## src/rtl/nor_lu_pkg.sv

```systemverilog
// Shared definitions for the NOR-built serial logic unit: op codes, FSM states,
// and a NOR-composed XOR helper used by the optional parity accumulator.
package nor_lu_pkg;

  localparam int unsigned OP_W = 3;

  localparam logic [OP_W-1:0] OP_NOT_P = 3'd0;
  localparam logic [OP_W-1:0] OP_AND   = 3'd1;
  localparam logic [OP_W-1:0] OP_OR    = 3'd2;
  localparam logic [OP_W-1:0] OP_ANDN  = 3'd3;
  localparam logic [OP_W-1:0] OP_NAND  = 3'd4;
  localparam logic [OP_W-1:0] OP_NOR   = 3'd5;
  localparam logic [OP_W-1:0] OP_XOR   = 3'd6;
  localparam logic [OP_W-1:0] OP_XNOR  = 3'd7;

  typedef enum logic [1:0] {
    IDLE = 2'd0,
    RUN  = 2'd1,
    DONE = 2'd2
  } state_t;

  // XOR composed of NOR terms: nor(nor(a,b), and(a,b)), and = nor(~a,~b)
  function automatic logic nor_xor(input logic a, input logic b);
    logic n_ab;
    logic a_and_b;
    n_ab    = ~(a | b);
    a_and_b = ~(~(a | a) | ~(b | b));
    return ~(n_ab | a_and_b);
  endfunction

endpackage

```

## src/rtl/nor_lu_slice.sv

```systemverilog
// Combinational per-lane slice: evaluates all eight functions from NOR gates
// and selects one with a NOR-built one-hot decode and AND-OR mux.
module nor_lu_slice
  import nor_lu_pkg::*;
#(
  parameter int unsigned LANES = 1
) (
  input  logic [OP_W-1:0]  op,
  input  logic [LANES-1:0] p,
  input  logic [LANES-1:0] q,
  output logic [LANES-1:0] r
);

  wire [OP_W-1:0]  op_n;
  wire [7:0]       dec;
  wire [7:0]       dec_n;
  wire [LANES-1:0] r_w;

  // Inverted op bits feed the decoder literals
  for (genvar j = 0; j < int'(OP_W); j++) begin : g_opn
    nor u_opn (op_n[j], op[j], op[j]);
  end

  // One-hot op decode: dec[i] high when every literal that must be 0 is 0
  for (genvar i = 0; i < 8; i++) begin : g_dec
    localparam logic [OP_W-1:0] IB = 3'(i);
    wire [OP_W-1:0] lit;
    for (genvar j = 0; j < int'(OP_W); j++) begin : g_lit
      if (IB[j]) begin : g_inv
        assign lit[j] = op_n[j];
      end else begin : g_pos
        assign lit[j] = op[j];
      end
    end
    nor u_dec  (dec[i], lit[0], lit[1], lit[2]);
    nor u_decn (dec_n[i], dec[i], dec[i]);
  end

  // Per-lane function network and NOR-based select
  for (genvar l = 0; l < int'(LANES); l++) begin : g_lane
    wire np, nq, nor_pq, or_pq, and_pq, nand_pq, andn_pq, xor_pq, xnor_pq;
    wire [7:0] f;
    wire [7:0] nf;
    wire [7:0] term;
    wire       rn;

    nor u_np   (np,      p[l],   p[l]);
    nor u_nq   (nq,      q[l],   q[l]);
    nor u_nor  (nor_pq,  p[l],   q[l]);
    nor u_or   (or_pq,   nor_pq, nor_pq);
    nor u_and  (and_pq,  np,     nq);
    nor u_nand (nand_pq, and_pq, and_pq);
    nor u_andn (andn_pq, np,     q[l]);
    nor u_xor  (xor_pq,  nor_pq, and_pq);
    nor u_xnor (xnor_pq, xor_pq, xor_pq);

    assign f = {xnor_pq, xor_pq, nor_pq, nand_pq, andn_pq, or_pq, and_pq, np};

    for (genvar k = 0; k < 8; k++) begin : g_term
      nor u_nf   (nf[k],   f[k],  f[k]);
      nor u_term (term[k], nf[k], dec_n[k]);
    end

    nor u_rn  (rn, term[0], term[1], term[2], term[3],
                   term[4], term[5], term[6], term[7]);
    nor u_res (r_w[l], rn, rn);
  end

  assign r = r_w;

endmodule

```

## src/rtl/nor_serial_logic_unit.sv

```systemverilog
// Multi-cycle logic unit: applies a NOR-built two-operand function to WIDTH-bit
// operands, LANES bits per clock, behind a start/busy/done handshake.
// Optional build macro: NOR_LOGIC_UNIT_PARITY_EN adds a serially accumulated
// parity output alongside result.
module nor_serial_logic_unit
  import nor_lu_pkg::*;
#(
  parameter int unsigned WIDTH = 8,
  parameter int unsigned LANES = 1
) (
  input  logic             clk,
  input  logic             reset,
  input  logic             start,
  input  logic [OP_W-1:0]  op,
  input  logic [WIDTH-1:0] p,
  input  logic [WIDTH-1:0] q,
  output logic             busy,
  output logic             done,
  output logic [WIDTH-1:0] result,
  output logic             zero
`ifdef NOR_LOGIC_UNIT_PARITY_EN
  ,
  output logic             parity
`endif
);

  localparam int unsigned N  = WIDTH / LANES;
  localparam int unsigned CW = (N > 1) ? $clog2(N) : 1;

  if (WIDTH < 1 || LANES < 1 || (WIDTH % LANES) != 0) begin : g_bad_cfg
    $error("nor_serial_logic_unit: LANES must be >= 1 and divide WIDTH exactly");
  end

  state_t           state;
  logic [WIDTH-1:0] p_sh;
  logic [WIDTH-1:0] q_sh;
  logic [OP_W-1:0]  op_r;
  logic [CW-1:0]    cnt;
  logic [LANES-1:0] lane_r;
  logic [WIDTH-1:0] res_next_c;

  nor_lu_slice #(.LANES(LANES)) u_slice (
    .op (op_r),
    .p  (p_sh[LANES-1:0]),
    .q  (q_sh[LANES-1:0]),
    .r  (lane_r)
  );

  if (N > 1) begin : g_res_sh
    logic [WIDTH-LANES-1:0] res_sh;

    assign res_next_c = {lane_r, res_sh};

    // Partial result collects lanes from the MSB end; never exposed on result
    always_ff @(posedge clk) begin
      if (reset) begin
        res_sh <= '0;
      end else if (state == RUN) begin
        res_sh <= res_next_c[WIDTH-1:LANES];
      end
    end
  end else begin : g_res_direct
    assign res_next_c = lane_r;
  end

  // Control FSM, operand shifters, lane counter and registered outputs
  always_ff @(posedge clk) begin
    if (reset) begin
      state  <= IDLE;
      busy   <= 1'b0;
      done   <= 1'b0;
      result <= '0;
      zero   <= 1'b0;
      p_sh   <= '0;
      q_sh   <= '0;
      op_r   <= '0;
      cnt    <= '0;
    end else begin
      done <= 1'b0;
      case (state)
        IDLE, DONE: begin
          if (start) begin
            p_sh  <= p;
            q_sh  <= q;
            op_r  <= op;
            cnt   <= '0;
            busy  <= 1'b1;
            state <= RUN;
          end else begin
            state <= IDLE;
          end
        end
        RUN: begin
          p_sh <= p_sh >> LANES;
          q_sh <= q_sh >> LANES;
          cnt  <= cnt + CW'(1);
          if (cnt == CW'(N - 1)) begin
            result <= res_next_c;
            zero   <= (res_next_c == '0);
            done   <= 1'b1;
            busy   <= 1'b0;
            state  <= DONE;
          end
        end
        default: begin
          busy  <= 1'b0;
          state <= IDLE;
        end
      endcase
    end
  end

`ifdef NOR_LOGIC_UNIT_PARITY_EN
  logic par_acc;
  logic lane_par_c;
  logic par_next_c;

  // Fold this cycle's lane bits into the running parity via NOR-built XOR
  always_comb begin
    lane_par_c = 1'b0;
    for (int i = 0; i < int'(LANES); i++) begin
      lane_par_c = nor_xor(lane_par_c, lane_r[i]);
    end
    par_next_c = nor_xor(par_acc, lane_par_c);
  end

  // Running parity clears outside RUN; published together with done
  always_ff @(posedge clk) begin
    if (reset) begin
      par_acc <= 1'b0;
      parity  <= 1'b0;
    end else if (state == RUN) begin
      par_acc <= par_next_c;
      if (cnt == CW'(N - 1)) begin
        parity <= par_next_c;
      end
    end else begin
      par_acc <= 1'b0;
    end
  end
`endif

endmodule

```

## config.mk

```make
export PLATFORM = sky130hd
export DESIGN_NAME = nor_serial_logic_unit
export DESIGN_NICKNAME = d
export VERILOG_FILES = /design/src/rtl/nor_lu_pkg.sv /design/src/rtl/nor_lu_slice.sv /design/src/rtl/nor_serial_logic_unit.sv
export SDC_FILE = /design/constraint.sdc
export NUM_CORES = 1
export LEC_CHECK = 0
export ABC_AREA = 1
export CELL_PAD_IN_SITES_DETAIL_PLACEMENT = 0
export CELL_PAD_IN_SITES_GLOBAL_PLACEMENT = 2
export CORE_MARGIN = 8
export CORE_UTILIZATION = 30
export DETAILED_ROUTE_END_ITERATION = 8
export HOLD_SLACK_MARGIN = 0.06
export PLACE_DENSITY = 0.77
export SYNTH_ARGS = -nofsm -noshare
export SYNTH_HDL_FRONTEND = slang
export SYNTH_SLANG_ARGS = --single-unit
export TNS_END_PERCENT = 10
```

## constraint.sdc

```tcl
create_clock -name clk -period 1.5 [get_ports clk]
set_clock_uncertainty 0.1 [all_clocks]
set_input_delay 0.3 -clock clk [delete_from_list [all_inputs] [get_ports clk]]
set_output_delay 0.3 -clock clk [all_outputs]
set_load 0.01 [all_outputs]
```

**Yosys cells after proc, flatten, opt, wreduce, memory -nomap -nowiden**

Cells that the tools add are included.

- Add/subtract/negate cells: 1
- Eq/ne operators: 5
- Muxes and demuxes: 13
- Bitwise logic cells: 29
- Reduce and logical (&&, ||, !) cells: 18

Operator list:

| cell | count |
|---|---|
| $pmux W8 S2 | 2 |
| $reduce_or A3 Y1 | 8 |
| $not A1 Y1 | 17 |
| $mux W8 | 2 |
| $or A1 B1 Y1 | 12 |
| $logic_not A8 Y1 | 1 |
| $reduce_and A2 Y1 | 4 |
| $reduce_or A8 Y1 | 1 |
| $pmux W3 S2 | 1 |
| $mux W1 | 4 |
| $pmux W2 S2 | 1 |
| $reduce_or A2 Y1 | 2 |
| $add A3 B1 Y3 const B | 1 |
| $eq A3 B3 Y1 const B | 1 |
| $mux W3 | 1 |
| $eq A2 B1 Y1 const B | 1 |
| $eq A2 B2 Y1 const B | 1 |
| $logic_not A2 Y1 | 1 |
| $mux W2 | 1 |
| $ne A2 B1 Y1 const B | 1 |
| $ne A2 B2 Y1 const B | 1 |
| $pmux W1 S2 | 1 |
| $reduce_bool A2 Y1 | 1 |

- Flip-flop bits (word level): 42
- Input bits: 22
- Output and inout bits: 11
- Logic and storage cells: 76

**Longest topological paths before layout**

- Word-level depth: 9
- Depth in mapped cells: 10
- Depth with buffers taken out: 10

**Hierarchy**

Synthesis repeated with hierarchy kept, for this count alone.

- Cells, all modules: 261
- Area total of the unflattened synthesis: 1880.6 um2

Modules (own cells, without submodules):

| module | times used | cells an instance | area each (um2) | sequential area each (um2) |
|---|---|---|---|---|
| nor_serial_logic_unit | 1 | 236 | 1754.2 | 840.8 |
| nor_lu_slice | 1 | 25 | 126.4 | 0.0 |

**Worst setup path before layout**

OpenSTA, ideal clock, no wires.

- Path type: register to register
- Start: register cnt[0]
- End: register zero
- Arrival time: 1.215 ns
- Data required time: 1.333 ns
- Slack: 0.117 ns
- Stages on the path, launching flop included: 8
- Path buffers: 0
- Path through: dfxtp_1 > ha_1 > ha_1 > inv_1 > nor2_8 > inv_1 > nand2_1 > a21oi_2

- Longest elaborated chain between the ends: 2

Ends and longest elaborated chain:

| what | line | RTL |
|---|---|---|
| start, declared | nor_serial_logic_unit.sv:38 | `logic [CW-1:0] cnt;` |
| start signal, assigned | nor_serial_logic_unit.sv:96 | `cnt <= cnt + CW'(1);` |
| $eq A3 B3 Y1 | nor_serial_logic_unit.sv:97 | `if (cnt == CW'(N - 1)) begin` |
| $reduce_and A2 Y1 (no line) | - |  |
| end signal, assigned | nor_serial_logic_unit.sv:99 | `zero <= (res_next_c == '0);` |
| end, declared | nor_serial_logic_unit.sv:20 | `output logic zero` |

No other way between the ends.
A chain may end at the register's enable or synchronous reset.

**Worst setup path after layout**

- Start: register cnt[1]
- End: register result[7]

- Longest elaborated chain between the ends: 2

Ends and longest elaborated chain:

| what | line | RTL |
|---|---|---|
| $eq A3 B3 Y1 | nor_serial_logic_unit.sv:97 |  |
| $reduce_and A2 Y1 (no line) | - |  |
| end signal, assigned | nor_serial_logic_unit.sv:98 | `result <= res_next_c;` |
| end, declared | nor_serial_logic_unit.sv:19 | `output logic [WIDTH-1:0] result,` |

No other way between the ends.

==> results.json <==
{
  "status": "completed",
  "cts_sinks": 42,
  "avgSynthCellArea_sq_um": 8.136,
  "gp_congestion": 0.7643,
  "grt_usage_pct": 10.07,
  "fmax_mhz": 689.9,
  "dp.cells": 339,
  "switching_share_pct": 28.45,
  "num_vias": 1537,
  "n_antenna_cell": 0,
  "grt_pass1_wl_um": 7148,
  "initial_core_util_pct": 30.73,
  "core-area_sq_um": 5851,
  "tightest_slew_ns": 0.2393,
  "dieArea_sq_um": 8726,
  "synth_cells": 221,
  "cp_cell_sequence": "ha_4, ha_4, inv_4, nor2_8, clkinvlp_4, o21bai_1, inv_1",
  "crit_family": "flip-flops",
  "min_to": "op_r[2]",
  "cpMaxStageDelayCell": "dfxtp_2",
  "drive_gt1_share_pct": 21.61,
  "sequentialPowerShare_pct": 51.3,
  "rr_endpoint": "result[7]",
  "drc": 0,
  "dpl.hpwl_um": 3062,
  "cts_tree": "built",
  "crit_arrival_ns": 1.55,
  "synthToLayoutAreaGrowth_pct": 35.63,
  "cts_buffers": 5,
  "overflow": 0,
  "synth_cell_types": 24,
  "timing.slew.headroom_pct": 83.88,
  "dieHeight_um": 93.42,
  "synth.net_count": 248,
  "rr_worst_depth": 7,
  "viasPerCell": 4.417,
  "instances_no_fill": 348,
  "grt_pass1_vias": 1569,
  "rrSetupSlack_ns": 0.05,
  "timing.rr.start": "cnt[1]",
  "p_leak_nw": 1.086,
  "drt-initial-drc-count": 46,
  "cp-start-kind": "flop",
  "avgRoutedWirePerCell_um": 11.98,
  "fin_util_pct": 41.68,
  "maxCapViolations": 0,
  "fin_crit_sh_pct": 96.64,
  "hold_viol": 0,
  "clock_path_buffers": 2,
  "cpMostUsedCell": "ha_4",
  "worstSkewPairLatency_ns": 0.30,
  "ys_warn_count": 0,
  "peakVddDrop_v": 0.0005299,
  "critPathRequiredTime_ns": 1.60,
  "grt_setup_unrepaired": "true",
  "numPortBuffers": 32,
  "p_switching_uw": 683.3,
  "clkPwrFrac_pct": 31.3,
  "hold-worst-slack_ns": 0.3723,
  "antenna_found_initial": 0,
  "nNetsFinal": 299,
  "setup_viol": 0,
  "hold_depth": 2,
  "crit_path_max_incr_delay_ns": 0.36,
  "clk_pin_slew_ns": 0.09,
  "ctsHtreeMaxLevel": 2,
  "cp_num_buf_inv": 3,
  "cts_root_buffer": "clkbuf_8",
  "min_from": "op_r[2]",
  "die_x_um": 93.42,
  "ys_seq_elements": 42,
  "grt_max_degree": 20,
  "slew_viol_final": 0,
  "post-route-min-period_ns": 1.450,
  "cellPowerDensity_nw_per_um2": 985.0,
  "synth_area_sq_um": 1798,
  "postCtsHoldBufs": 0,
  "crit_type": "reg2reg",
  "antenna_left": 0,
  "firstDrtPassIters": 4,
  "cp-end-kind": "flop",
  "comb_power_share_pct": 17.4,
  "routed_wl_um": 4170,
  "std_cell_rows": 28,
  "synth-seq-area-share_pct": 46.76,
  "hp-class": "reg2reg",
  "crit_path_max_fanout": 8,
  "pin_count": 33,
  "cellInternalPower_mw": 1.719
}
## final cells by class
| class | instances | area, sq um |
|---|---|---|
| Clock buffer | 5 | 68.82 |
| Clock inverter | 3 | 21.27 |
| Fill cell | 598 | 3412 |
| Inverter | 23 | 92.59 |
| Multi-Input combinational cell | 146 | 834.6 |
| Sequential cell | 42 | 843.3 |
| Tap cell | 75 | 93.84 |
| Timing Repair Buffer | 54 | 484.2 |
## how the worst max path moves through the flow
| stage | start | to | slack (ns) | depth (start not counted) |
|---|---|---|---|---|
| floorplan | cnt[0] | zero | 0.12 | 7 |
| global placement | start | q_sh[0] | -0.06 | 7 |
| detailed placement | start | q_sh[0] | -0.07 | 7 |
| CTS | cnt[0] | zero | -0.07 | 7 |
| global route | cnt[1] | result[7] | -0.06 | 7 |
| finish | cnt[1] | result[7] | 0.05 | 7 |
## power groups by stage
| stage | registers (mW) | logic (mW) | clock network, mW |
|---|---|---|---|
| 6_report | 1.23 | 0.417 | 0.752 |
| 5_1_grt | 1.24 | 0.475 | 0.823 |
| 4_1_cts | 1.23 | 0.412 | 0.771 |
| 3_5_place_dp | 1.26 | 0.412 | 0 |
| 3_3_place_gp | 1.26 | 0.408 | 0 |
| 2_1_floorplan | 1.25 | 0.252 | 0 |
## registers in the layout (all words and copies together), names as in the netlist
register / flops
p_sh: 8
result: 8
q_sh: 8
g_res_sh.res_sh: 7
cnt: 3
busy: 1
state: 2
op_r: 3
done: 1
zero: 1
## repair_timing
item | CTS | global route
setup endpoints to repair | 15 | 11
pin swaps | 0 | 5
gates resized for setup | 11 | 13
setup buffers | 0 | 1
## cell families after synthesis
family / after synthesis / share of synthesized area, %
AOI/OAI and AO/OA: 50 / 15.80
and+or+nand+nor: 91 / 25.47
buffers and inverters: 33 / 8.490
adders and majority gates: 5 / 3.479
DFF: 42 / 46.76
## layout by cell type, fill, tap and decap left out, types with 5 or more instances in the layout
| cell type | count |
|---|---|
| dlygate4sd2_1 | 11 |
| nor3_2 | 9 |
| nor2_1 | 39 |
| clkdlybuf4s50_1 | 21 |
| o21ai_0 | 28 |
| nand3_1 | 10 |
| dfxtp_1 | 40 |
| nand2_1 | 22 |
| clkbuf_8 | 5 |
| a21oi_1 | 13 |
| buf_4 | 21 |
| inv_1 | 18 |
## routing by layer
layer	routed length (um)	vias to the layer above	GRT usage (%)
li1	-	820	-
met1	2117	691	12.56
met2	1810	21	15.75
met3	173	5	2.804
met4	68	0	4.430
met5	0	-	0
## worst reg2reg max path, cell delays in order, from the launching register on
cell and delay, ns:
dfxtp_2 0.36, ha_4 0.14, ha_4 0.13, inv_4 0.04, nor2_8 0.14, clkinvlp_4 0.21, o21bai_1 0.17, inv_1 0.05
## cells in the mapped netlist (all sizes together)
library cell	n	share of area [%]
inv	23	4.8
dfxtp	42	47
a211oi	5	2.6
nand2	26	6.7
nor3	12	5.8
buf	5	2.6
nor2	43	10
nand3	10	2.8
a21oi	14	4.1
ha	5	3.5
o21ai	29	8.1
o211a	1	0.56
clkbuf	5	1.1
o21bai	1	0.42
## metrics by stage
step                      setup slack (ns)  power [mW]   TNS, ns  instance area (sq um)
after CTS                         -0.06736       2.413  -0.07779                   2392
after global routing              -0.05542       2.542   -0.1434                   2439
after detailed placement          -0.07209       1.667    -1.047                   2316
after global placement            -0.05728       1.665   -0.7978                   2316
final                              0.05046       2.402         0                   2439
after floorplan                     0.1172       1.501         0                   1798
Power figures use the tool's default switching activity.
